===== config.mk =====
export PLATFORM = sky130hd
export DESIGN_NAME = sort_topk_merge
export DESIGN_NICKNAME = d
export VERILOG_FILES = /design/src/rtl/sort_topk_merge.sv
export SDC_FILE = /design/constraint.sdc
export NUM_CORES = 1
export LEC_CHECK = 0
export ABC_AREA = 0
export ABC_CLOCK_PERIOD_IN_PS = 29300
export CAP_MARGIN = 20
export CORE_MARGIN = 2
export CORE_UTILIZATION = 25
export CTS_CLUSTER_SIZE = 30
export DETAILED_ROUTE_END_ITERATION = 8
export PLACE_DENSITY = 0.43
export SYNTH_ARGS = -nofsm -noshare
export SYNTH_HDL_FRONTEND = slang
export SYNTH_SLANG_ARGS = --single-unit

===== constraint.sdc =====
create_clock -name sys_clk -period 29.3 [get_ports sys_clk]
set_clock_uncertainty 0.1 [all_clocks]
set_input_delay 7.325 -clock sys_clk [delete_from_list [all_inputs] [get_ports sys_clk]]
set_output_delay 7.325 -clock sys_clk [all_outputs]
set_load 0.02 [all_outputs]

===== src/rtl/sort_topk_merge.sv =====
// Final top-K stage: folds E2 batches into running global top-5 max / bottom-5 min lists, then drains 10 results.
// Latency: a batch merges in 5 cycles after acceptance; the first result beat is valid on the cycle after MERGE ends.
// Backpressure: result beats hold until res_ready; batches arriving while busy are dropped and flagged (SORT_MERGE_STATS_EN adds batch_cnt).
module sort_topk_merge #(
    parameter int Data_Width  = 8,
    parameter int Index_Width = 16,
    localparam int EW = Index_Width + Data_Width
) (
    input  logic          sys_clk,
    input  logic          sys_rst,
    input  logic          sorter_clr,
    input  logic [EW-1:0] E2H_sorter_out0,
    input  logic [EW-1:0] E2H_sorter_out1,
    input  logic [EW-1:0] E2H_sorter_out2,
    input  logic [EW-1:0] E2H_sorter_out3,
    input  logic [EW-1:0] E2H_sorter_out4,
    input  logic [EW-1:0] E2L_sorter_out0,
    input  logic [EW-1:0] E2L_sorter_out1,
    input  logic [EW-1:0] E2L_sorter_out2,
    input  logic [EW-1:0] E2L_sorter_out3,
    input  logic [EW-1:0] E2L_sorter_out4,
    input  logic          E2_sort_en,
    input  logic          E2_last_sort,
    output logic          merge_busy,
    output logic          merge_ovf,
    output logic          res_valid,
    input  logic          res_ready,
    output logic [EW-1:0] res_data,
    output logic          res_hit,
    output logic          res_sel,
    output logic [2:0]    res_rank,
    output logic          res_last,
    output logic [15:0]   batch_cnt
);

    typedef enum logic [1:0] {ST_IDLE, ST_MERGE, ST_DRAIN} state_t;

    state_t        state_q, state_d;
    logic [2:0]    k_q, k_d;
    logic [3:0]    beat_q, beat_d;
    logic          pending_q, pending_d;
    logic          ovf_q, ovf_d;
    logic          res_valid_q, res_valid_d;
    logic [EW-1:0] cand_h_q [5];
    logic [EW-1:0] cand_h_d [5];
    logic [EW-1:0] cand_l_q [5];
    logic [EW-1:0] cand_l_d [5];
    logic [EW-1:0] h_list_q [5];
    logic [EW-1:0] h_list_d [5];
    logic [EW-1:0] l_list_q [5];
    logic [EW-1:0] l_list_d [5];
    logic [4:0]    h_vld_q, h_vld_d;
    logic [4:0]    l_vld_q, l_vld_d;

    logic [EW-1:0] in_h [5];
    logic [EW-1:0] in_l [5];
    logic [EW-1:0] h_cand, l_cand;
    logic [4:0]    h_ins, l_ins;
    logic [EW-1:0] h_mrg [5];
    logic [EW-1:0] l_mrg [5];
    logic [4:0]    h_mrg_vld, l_mrg_vld;
    logic          drain_done;
    logic          out_sel;
    logic [2:0]    out_rank;
    logic [EW-1:0] out_entry;
    logic          out_hit;

    assign in_h[0] = E2H_sorter_out0;
    assign in_h[1] = E2H_sorter_out1;
    assign in_h[2] = E2H_sorter_out2;
    assign in_h[3] = E2H_sorter_out3;
    assign in_h[4] = E2H_sorter_out4;
    assign in_l[0] = E2L_sorter_out0;
    assign in_l[1] = E2L_sorter_out1;
    assign in_l[2] = E2L_sorter_out2;
    assign in_l[3] = E2L_sorter_out3;
    assign in_l[4] = E2L_sorter_out4;

    assign drain_done = (state_q == ST_DRAIN) && res_valid_q && res_ready && (beat_q == 4'd9);

    // Lists stay sorted with valid slots packed at the front, so the insert mask is monotonic:
    // the first set bit is the insert point and every later slot takes its predecessor.
    always_comb begin
        h_cand = cand_h_q[k_q];
        l_cand = cand_l_q[k_q];
        for (int i = 0; i < 5; i++) begin
            h_ins[i] = !h_vld_q[i] || (h_cand[Data_Width-1:0] > h_list_q[i][Data_Width-1:0]);
            l_ins[i] = !l_vld_q[i] || (l_cand[Data_Width-1:0] < l_list_q[i][Data_Width-1:0]);
        end
        h_mrg[0]     = h_ins[0] ? h_cand : h_list_q[0];
        h_mrg_vld[0] = h_ins[0] | h_vld_q[0];
        l_mrg[0]     = l_ins[0] ? l_cand : l_list_q[0];
        l_mrg_vld[0] = l_ins[0] | l_vld_q[0];
        for (int i = 1; i < 5; i++) begin
            h_mrg[i]     = !h_ins[i] ? h_list_q[i] : (h_ins[i-1] ? h_list_q[i-1] : h_cand);
            h_mrg_vld[i] = !h_ins[i] ? h_vld_q[i]  : (h_ins[i-1] ? h_vld_q[i-1]  : 1'b1);
            l_mrg[i]     = !l_ins[i] ? l_list_q[i] : (l_ins[i-1] ? l_list_q[i-1] : l_cand);
            l_mrg_vld[i] = !l_ins[i] ? l_vld_q[i]  : (l_ins[i-1] ? l_vld_q[i-1]  : 1'b1);
        end
    end

    always_comb begin
        state_d     = state_q;
        k_d         = k_q;
        beat_d      = beat_q;
        pending_d   = pending_q;
        ovf_d       = ovf_q;
        res_valid_d = res_valid_q;
        h_vld_d     = h_vld_q;
        l_vld_d     = l_vld_q;
        for (int i = 0; i < 5; i++) begin
            cand_h_d[i] = cand_h_q[i];
            cand_l_d[i] = cand_l_q[i];
            h_list_d[i] = h_list_q[i];
            l_list_d[i] = l_list_q[i];
        end

        if (sorter_clr) begin
            state_d     = ST_IDLE;
            k_d         = 3'd0;
            beat_d      = 4'd0;
            pending_d   = 1'b0;
            ovf_d       = 1'b0;
            res_valid_d = 1'b0;
            h_vld_d     = 5'd0;
            l_vld_d     = 5'd0;
            for (int i = 0; i < 5; i++) begin
                h_list_d[i] = '0;
                l_list_d[i] = '0;
            end
        end else begin
            case (state_q)
                ST_IDLE: begin
                    if (E2_sort_en) begin
                        for (int i = 0; i < 5; i++) begin
                            cand_h_d[i] = in_h[i];
                            cand_l_d[i] = in_l[i];
                        end
                        k_d       = 3'd0;
                        pending_d = E2_last_sort;
                        state_d   = ST_MERGE;
                    end else if (E2_last_sort) begin
                        beat_d      = 4'd0;
                        res_valid_d = 1'b1;
                        state_d     = ST_DRAIN;
                    end
                end
                ST_MERGE: begin
                    for (int i = 0; i < 5; i++) begin
                        h_list_d[i] = h_mrg[i];
                        l_list_d[i] = l_mrg[i];
                    end
                    h_vld_d = h_mrg_vld;
                    l_vld_d = l_mrg_vld;
                    if (E2_sort_en) begin
                        ovf_d = 1'b1;
                    end
                    if (E2_last_sort) begin
                        pending_d = 1'b1;
                    end
                    if (k_q == 3'd4) begin
                        if (pending_q || E2_last_sort) begin
                            pending_d   = 1'b0;
                            beat_d      = 4'd0;
                            res_valid_d = 1'b1;
                            state_d     = ST_DRAIN;
                        end else begin
                            state_d = ST_IDLE;
                        end
                    end else begin
                        k_d = k_q + 3'd1;
                    end
                end
                ST_DRAIN: begin
                    if (E2_sort_en) begin
                        ovf_d = 1'b1;
                    end
                    if (drain_done) begin
                        beat_d      = 4'd0;
                        res_valid_d = 1'b0;
                        h_vld_d     = 5'd0;
                        l_vld_d     = 5'd0;
                        for (int i = 0; i < 5; i++) begin
                            h_list_d[i] = '0;
                            l_list_d[i] = '0;
                        end
                        state_d = ST_IDLE;
                    end else if (res_valid_q && res_ready) begin
                        beat_d = beat_q + 4'd1;
                    end
                end
                default: state_d = ST_IDLE;
            endcase
        end
    end

    always_ff @(posedge sys_clk or posedge sys_rst) begin
        if (sys_rst) begin
            state_q     <= ST_IDLE;
            k_q         <= 3'd0;
            beat_q      <= 4'd0;
            pending_q   <= 1'b0;
            ovf_q       <= 1'b0;
            res_valid_q <= 1'b0;
            h_vld_q     <= 5'd0;
            l_vld_q     <= 5'd0;
            for (int i = 0; i < 5; i++) begin
                cand_h_q[i] <= '0;
                cand_l_q[i] <= '0;
                h_list_q[i] <= '0;
                l_list_q[i] <= '0;
            end
        end else begin
            state_q     <= state_d;
            k_q         <= k_d;
            beat_q      <= beat_d;
            pending_q   <= pending_d;
            ovf_q       <= ovf_d;
            res_valid_q <= res_valid_d;
            h_vld_q     <= h_vld_d;
            l_vld_q     <= l_vld_d;
            for (int i = 0; i < 5; i++) begin
                cand_h_q[i] <= cand_h_d[i];
                cand_l_q[i] <= cand_l_d[i];
                h_list_q[i] <= h_list_d[i];
                l_list_q[i] <= l_list_d[i];
            end
        end
    end

    // Beats 0..4 walk the H list, 5..9 the L list; 3-bit wrap maps 5..9 onto ranks 0..4.
    always_comb begin
        out_sel  = 1'b0;
        out_rank = beat_q[2:0];
        if (beat_q >= 4'd5) begin
            out_sel  = 1'b1;
            out_rank = beat_q[2:0] - 3'd5;
        end
        out_entry = out_sel ? l_list_q[out_rank] : h_list_q[out_rank];
        out_hit   = out_sel ? l_vld_q[out_rank]  : h_vld_q[out_rank];
    end

    assign merge_busy = (state_q != ST_IDLE);
    assign merge_ovf  = ovf_q;
    assign res_valid  = res_valid_q;
    assign res_hit    = res_valid_q & out_hit;
    assign res_data   = (res_valid_q && out_hit) ? out_entry : '0;
    assign res_sel    = res_valid_q & out_sel;
    assign res_rank   = res_valid_q ? out_rank : 3'd0;
    assign res_last   = res_valid_q && (beat_q == 4'd9);

`ifdef SORT_MERGE_STATS_EN
    logic [15:0] batch_cnt_q, batch_cnt_d;

    always_comb begin
        batch_cnt_d = batch_cnt_q;
        if (sorter_clr || drain_done) begin
            batch_cnt_d = 16'd0;
        end else if ((state_q == ST_IDLE) && E2_sort_en && (batch_cnt_q != 16'hFFFF)) begin
            batch_cnt_d = batch_cnt_q + 16'd1;
        end
    end

    always_ff @(posedge sys_clk or posedge sys_rst) begin
        if (sys_rst) begin
            batch_cnt_q <= 16'd0;
        end else begin
            batch_cnt_q <= batch_cnt_d;
        end
    end

    assign batch_cnt = batch_cnt_q;
`else
    assign batch_cnt = 16'd0;
`endif

endmodule

# Yosys cells after proc, flatten, opt, wreduce, memory -nomap -nowiden
# Cells that the tools add are included.
word_totals:
  regBits: 502
  elab_cells: 237
classes:
  add_sub_neg: 3
  magnitude_cmp: 14
  eq_ne: 23
  mux: 101
  bitwise_logic: 7
  n_reduce_logical: 53
ops:
  columns: ["operator", "n"]
  rows:
  - ["$mux W24", 28]
  - ["$pmux W120 S2", 2]
  - ["$mux W120", 3]
  - ["$bmux W24 S3", 4]
  - ["$ne A3 B3 Y1 const B", 17]
  - ["$gt A8 B8 Y1", 5]
  - ["$lt A8 B8 Y1", 5]
  - ["$reduce_and A3 Y1", 13]
  - ["$mux W1", 34]
  - ["$mux W4", 7]
  - ["$pmux W5 S2", 2]
  - ["$mux W3", 5]
  - ["$mux W5", 3]
  - ["$mux W2", 6]
  - ["$pmux W4 S3", 1]
  - ["$reduce_and A6 Y1", 2]
  - ["$logic_or A1 B1 Y1", 11]
  - ["$logic_not A1 Y1", 10]
  - ["$ge A4 B4 Y1 const B", 2]
  - ["$not A3 Y4", 2]
  - ["$bmux W1 S3", 2]
  - ["$logic_and A1 B1 Y1", 6]
  - ["$pmux W2 S3", 1]
  - ["$pmux W3 S2", 1]
  - ["22 further kinds", 29]

# Logic depth before layout (Yosys ltp)
depth:
  word_depth: 10
  ltp_mapped: 16
  depth_no_buf: 12

# Worst setup path before layout
# OpenSTA, ideal clock, no wires.
synth_path:
  path_type: "register -> output"
  from: "register beat_q[0]"
  to: "output port res_data[14]"
  t_arrival_ps: 2632
  required_time_ps: 21875
  slack_ps: 19243
  stages_incl_launch_ff: 11
  cell_sequence: "dfrtp_1 -> buf_2 -> inv_1 -> ha_1 -> nand2b_1 -> a21o_1 -> buf_2 -> o21ai_1 -> clkbuf_1 -> a21oi_1 -> nor3_1"
synth_between:
  elab_chain_len: 8
  elab_cells_between_ends: 19
  classes_between: "add/sub (1); order compare (1); mux (15); bitwise (1); reduce/logical (1)"
synth_rtl:
  columns: ["element", "line_no", "text"]
  rows:
  - ["start, declared", "40", "logic [3:0] beat_q, beat_d;"]
  - ["start signal, assigned", "216", "beat_q <= beat_d;"]
  - ["$ge A4 B3 Y1 / $sub A3 B3 Y3 (equally long branches)", "235, 237", null]
  - ["$mux W3", "235", "if (beat_q >= 4'd5) begin"]
  - ["$not A3 Y4 (implied by the code)", "239", "out_entry = out_sel ? l_list_q[out_rank] : h_list_q[out_rank];"]
  - ["$bmux W24 S3", "239", null]
  - ["$mux W24 (implied by the code) (2 in series)", "239", null]
  - ["$mux W24", "239", null]
  - ["$mux W24 *", "247", "assign res_data = (res_valid_q && out_hit) ? out_entry : '0;"]
  - ["end, declared", "28", "output logic [EW-1:0] res_data,"]
# Mark *: on every way between the ends. The rest lies on a longest branch, timed or not. The select of a mux whose other input is x is not followed.

# Worst setup path in the final report
layout_path:
  from: "register beat_q[0]"
  to: "output port res_data[21]"
# The elaborated chain is that of the path after synthesis.

==> out/qor_table.md <==
| Group | Parameter | Value |
|:---|:---|:---|
| critical path | Reg-to-reg slack, setup | 23690 ps |
| synthesis | Post-synth top flop | dfrtp_1 |
| synthesis | Area leader, netlist | dfrtp_1 |
| synthesis | Top-count cell post-synth | dfrtp_1 |
| synthesis | Count of unique library cells instantiated by Yosys | 70 |
| timing | Final count of pins violating max slew | 0 |
| pwr | Sequential Power Share | 0.338 |
| drt | Starting DRC count in detailed routing | 1317 |
| pwr | Cell Int Power | 0.00190 W |
| die | Die Height | 331 um |
| critical path | Crit Reg-Reg Endpoint | h_vld_q[1] |
| pwr | LEAKAGE | 13.3 nW |
| synthesis | Synthesis Warnings | 0 |
| critical path | Worst setup EP type | output pin |
| clocking | Clock tree from TritonCTS | built |
| critical path | Critical Path AT | 5400 ps |
| drt | Number of optimization iterations in the first detailed-route pass | 5 |
| clocking | # resized after CTS | 0 |
| synthesis | Synth top area cells | dfrtp_1 (47%), mux2i_1 (11%), mux2_2 (10%) |
| clocking | Clock-pin slew on the worst setup and hold paths | 60 ps |
| timing | Setup-failing EPs final | 0 |
| critical path | Data required time of the critical path | 21880 ps |
| global route | Maximum number of pins on one net before global-route repair | 186 |
| global route | GRT Resource Usage Total | 0.179 |
| pwr | Worst IR drop on VDD | 0.0000397 V |
| synthesis | Ys async rst share | 1.00 |
| timing | Number of hold violations in the final report | 0 |
| global route | Initial antenna violation count | 22 |
| clocking | Library cell used as clock root buffer | clkbuf_16 |
| cells and area | Number of nets in the layout | 2897 |
| drt | WL/cell | 24.6 um |
| drt | Count of vias placed by the detailed router | 20300 |
| timing | Maximum clock frequency | 78.0 MHz |
| timing | Worst Max-Slew Pin Slew | 1240 ps |
| timing | Final setup slack of the worst path | 16480 ps |
| critical path | Worst reg-to-reg path cell count | 13 |
| pwr | Combinational share of power | 0.378 |
| die | Width of the die | 331 um |
| die | Core Region | 106000 um^2 |
| synthesis | Portion of synthesized cell area occupied by the leading cell type | 0.469 |
| pwr | Clock Power Share | 0.283 |
| cells and area | Fraction of layout instances using a drive strength above 1 | 0.190 |
| global route | Vias in the first global route | 20800 |
| cells and area | Area growth from synthesis to layout | 24.9% |
| synthesis | Post-synthesis cell count | 2323 |
| synthesis | Synthesized area | 26700 um^2 |
| critical path | Termination of the worst setup path | res_data[21] |
| synthesis | Number of flops mapped to enable cells by yosys | 0 |
| die | Number of rows created at floorplan | 119 |
| timing | Period utilisation layout | 0.438 |
| die | Area of the die | 110000 um^2 |
| cells and area | Area of all placed cells without fillers | 33400 um^2 |
| drt | Total Routed Length | 98700 um |
| clocking | CTS sink cnt | 501 |
| cells and area | Post-route core utilization | 0.316 |
| die | Initial Utilization | 0.253 |
| drt | Mean number of vias per cell | 5.05 |
| pwr | Areal power density over the cells | 90.8 nW/um^2 |
| drt | Routed Antenna Nets | 0 |
| critical path | Kind of critical path | flop to output pin |
| placed design | IO Port Bufs | 278 |
| outcome | Result of the run | finished clean |
| global route | Total global routing overflow | 0 |
| timing | Shortest period the worst path allows | 12820 ps |
| pwr | Switch Pwr | 0.00114 W |
| clocking | Buffer levels on the longest clock path | 3 |
| placed design | Worst Setup Slack post-DPL | 17080 ps |
| synthesis | Post-Synthesis Mean Instance Area | 11.5 um^2 |
| synthesis | Sequential element share of the synthesized area | 0.469 |
| timing | Setup repair after global routing missed its margin | false |
| clocking | Hold buffer count at CTS | 0 |
| drt | Count of unresolved DRC violations after routing | 0 |
| die | Boundary Pins | 295 |
| global route | Wire length of the first global-routing pass | 146000 um |
| synthesis | FF+latch count, synth | 501 |
| clocking | Post-CTS repair timing setup buffer count | 0 |
| placed design | Final RePlAce weighted congestion | 0.889 |
| timing | Slew headroom | 0.172 |
| critical path | Startpoint types | flop |
| placed design | Hpwl dp | 70100 um |
| pwr | Fraction of power spent switching nets | 0.374 |
| clocking | Clock insertion delay at the later pin of the skew report | 620 ps |
| synthesis | Leading cell types by count after synthesis | dfrtp_1 (501), mux2i_1 (290), mux2_2 (241), nand2_1 (184), o2bb2ai_1 (121) |
| critical path | Origin of the worst setup path | beat_q[0] |
| run | Max-cap violations | 0 |
| critical path | Beginning of the worst register-to-register path | k_q[2] |
| clocking | H-Tree Depth | 3 |
| hold path | Class of the worst hold path | flop to flop |
| critical path | Highest net fanout along the worst path | 82 |
| timing | Accumulated negative setup slack | 0 ps |
| placed design | Cell area after placement | 31100 um^2 |
| clocking | Number of buffers created by CTS | 66 |
metrics by stage:
stage | instances | hold WS (ps) | power (W)
floorplan | 2338 | 350 | 0.00172
global placement | 3890 | 368 | 0.00215
detailed placement | 3890 | 374 | 0.00219
CTS | 4008 | 386 | 0.00307
global route | 4011 | 411 | 0.00322
finish | 4011 | 380 | 0.00303
worst min path at each step:
| stage | from | endpoint | cells after the start |
|---|---|---|---|
| 2_1_floorplan | h_list_q[10] | h_list_q[10] | 2 |
| 3_3_place_gp | h_list_q[21] | h_list_q[21] | 2 |
| 3_5_place_dp | l_list_q[21] | l_list_q[21] | 1 |
| 4_1_cts | h_list_q[20] | h_list_q[20] | 2 |
| 5_1_grt | cand_l_q[53] | cand_l_q[53] | 1 |
| 6_report | h_list_q[20] | h_list_q[20] | 2 |
flip-flops by register name, summed over array words and instances (netlist names), 3 cells and up:
register and flops:
cand_l_q 120, h_vld_q 5, beat_q 4, l_list_q 120, h_list_q 120, cand_h_q 120, l_vld_q 4, k_q 3
cells by family after synthesis:
| family | after synthesis | share of synthesized area |
|---|---|---|
| mux | 583 | 0.253 |
| compound gates | 532 | 0.138 |
| flops | 501 | 0.469 |
| simple gates | 331 | 0.0523 |
| buf+inv | 291 | 0.0490 |
| fa+ha+maj | 83 | 0.0388 |
| other cells | 1 | 0.000140 |
| xor+xnor | 1 | 0.000328 |
critical path: stages, from the launching register on:
cell and delay [ps]:
dfrtp_4 680, inv_1 270, ha_1 250, nand2b_1 190, a21oi_4 180, buf_4 820
xnor2_1 190, nor2_2 530, buf_4 340, a221oi_1 110, nor3_1 450, clkdlybuf4s50_1 720
power groups by stage:
stage	clock network [W]	logic (W)	registers, W
2_1_floorplan	0	0.000740	0.000981
3_3_place_gp	0	0.00112	0.00103
3_5_place_dp	0	0.00115	0.00104
4_1_cts	0.000886	0.00115	0.00103
5_1_grt	0.000914	0.00125	0.00105
6_report	0.000859	0.00115	0.00103
cell usage in the layout, fill, tap and decap left out, types with 4 or more instances in the layout:
cell type	n
mux4_2	49
a22o_1	23
clkbuf_1	13
nor3_1	28
clkbuf_16	68
and3_1	4
a21oi_1	103
o2bb2ai_1	121
mux2i_1	290
o21ai_0	102
o2111ai_1	5
o211ai_1	4
nand2_1	184
buf_4	60
nor2b_1	6
o22ai_1	72
inv_1	112
nand4_1	6
conb_1	16
a21o_1	19
nor2_1	68
a211oi_1	7
dfrtp_1	497
ha_1	83
a221oi_1	24
mux2_2	241
bufinv_16	7
clkinv_2	6
nand3_1	13
clkdlybuf4s50_1	278
nand2b_1	7
o21ai_2	7
clkbuf_8	16
area by class of cell:
class	instances	area, um^2
flip-flops and latches	501	12500
inverters	113	432
clock buffers	97	1970
clock inverters	21	332
repair buffers	340	3270
multi-input cells	1546	13100
well taps	1391	1740
diodes	2	5.00
fillers	10700	72300
per-layer routing:
layer | track usage | wire length, um
met5 | 0 | 225
met4 | 0.0512 | 2270
met3 | 0.0407 | 6430
met2 | 0.282 | 45300
met1 | 0.246 | 44500
(Power assumes the default switching activity.)
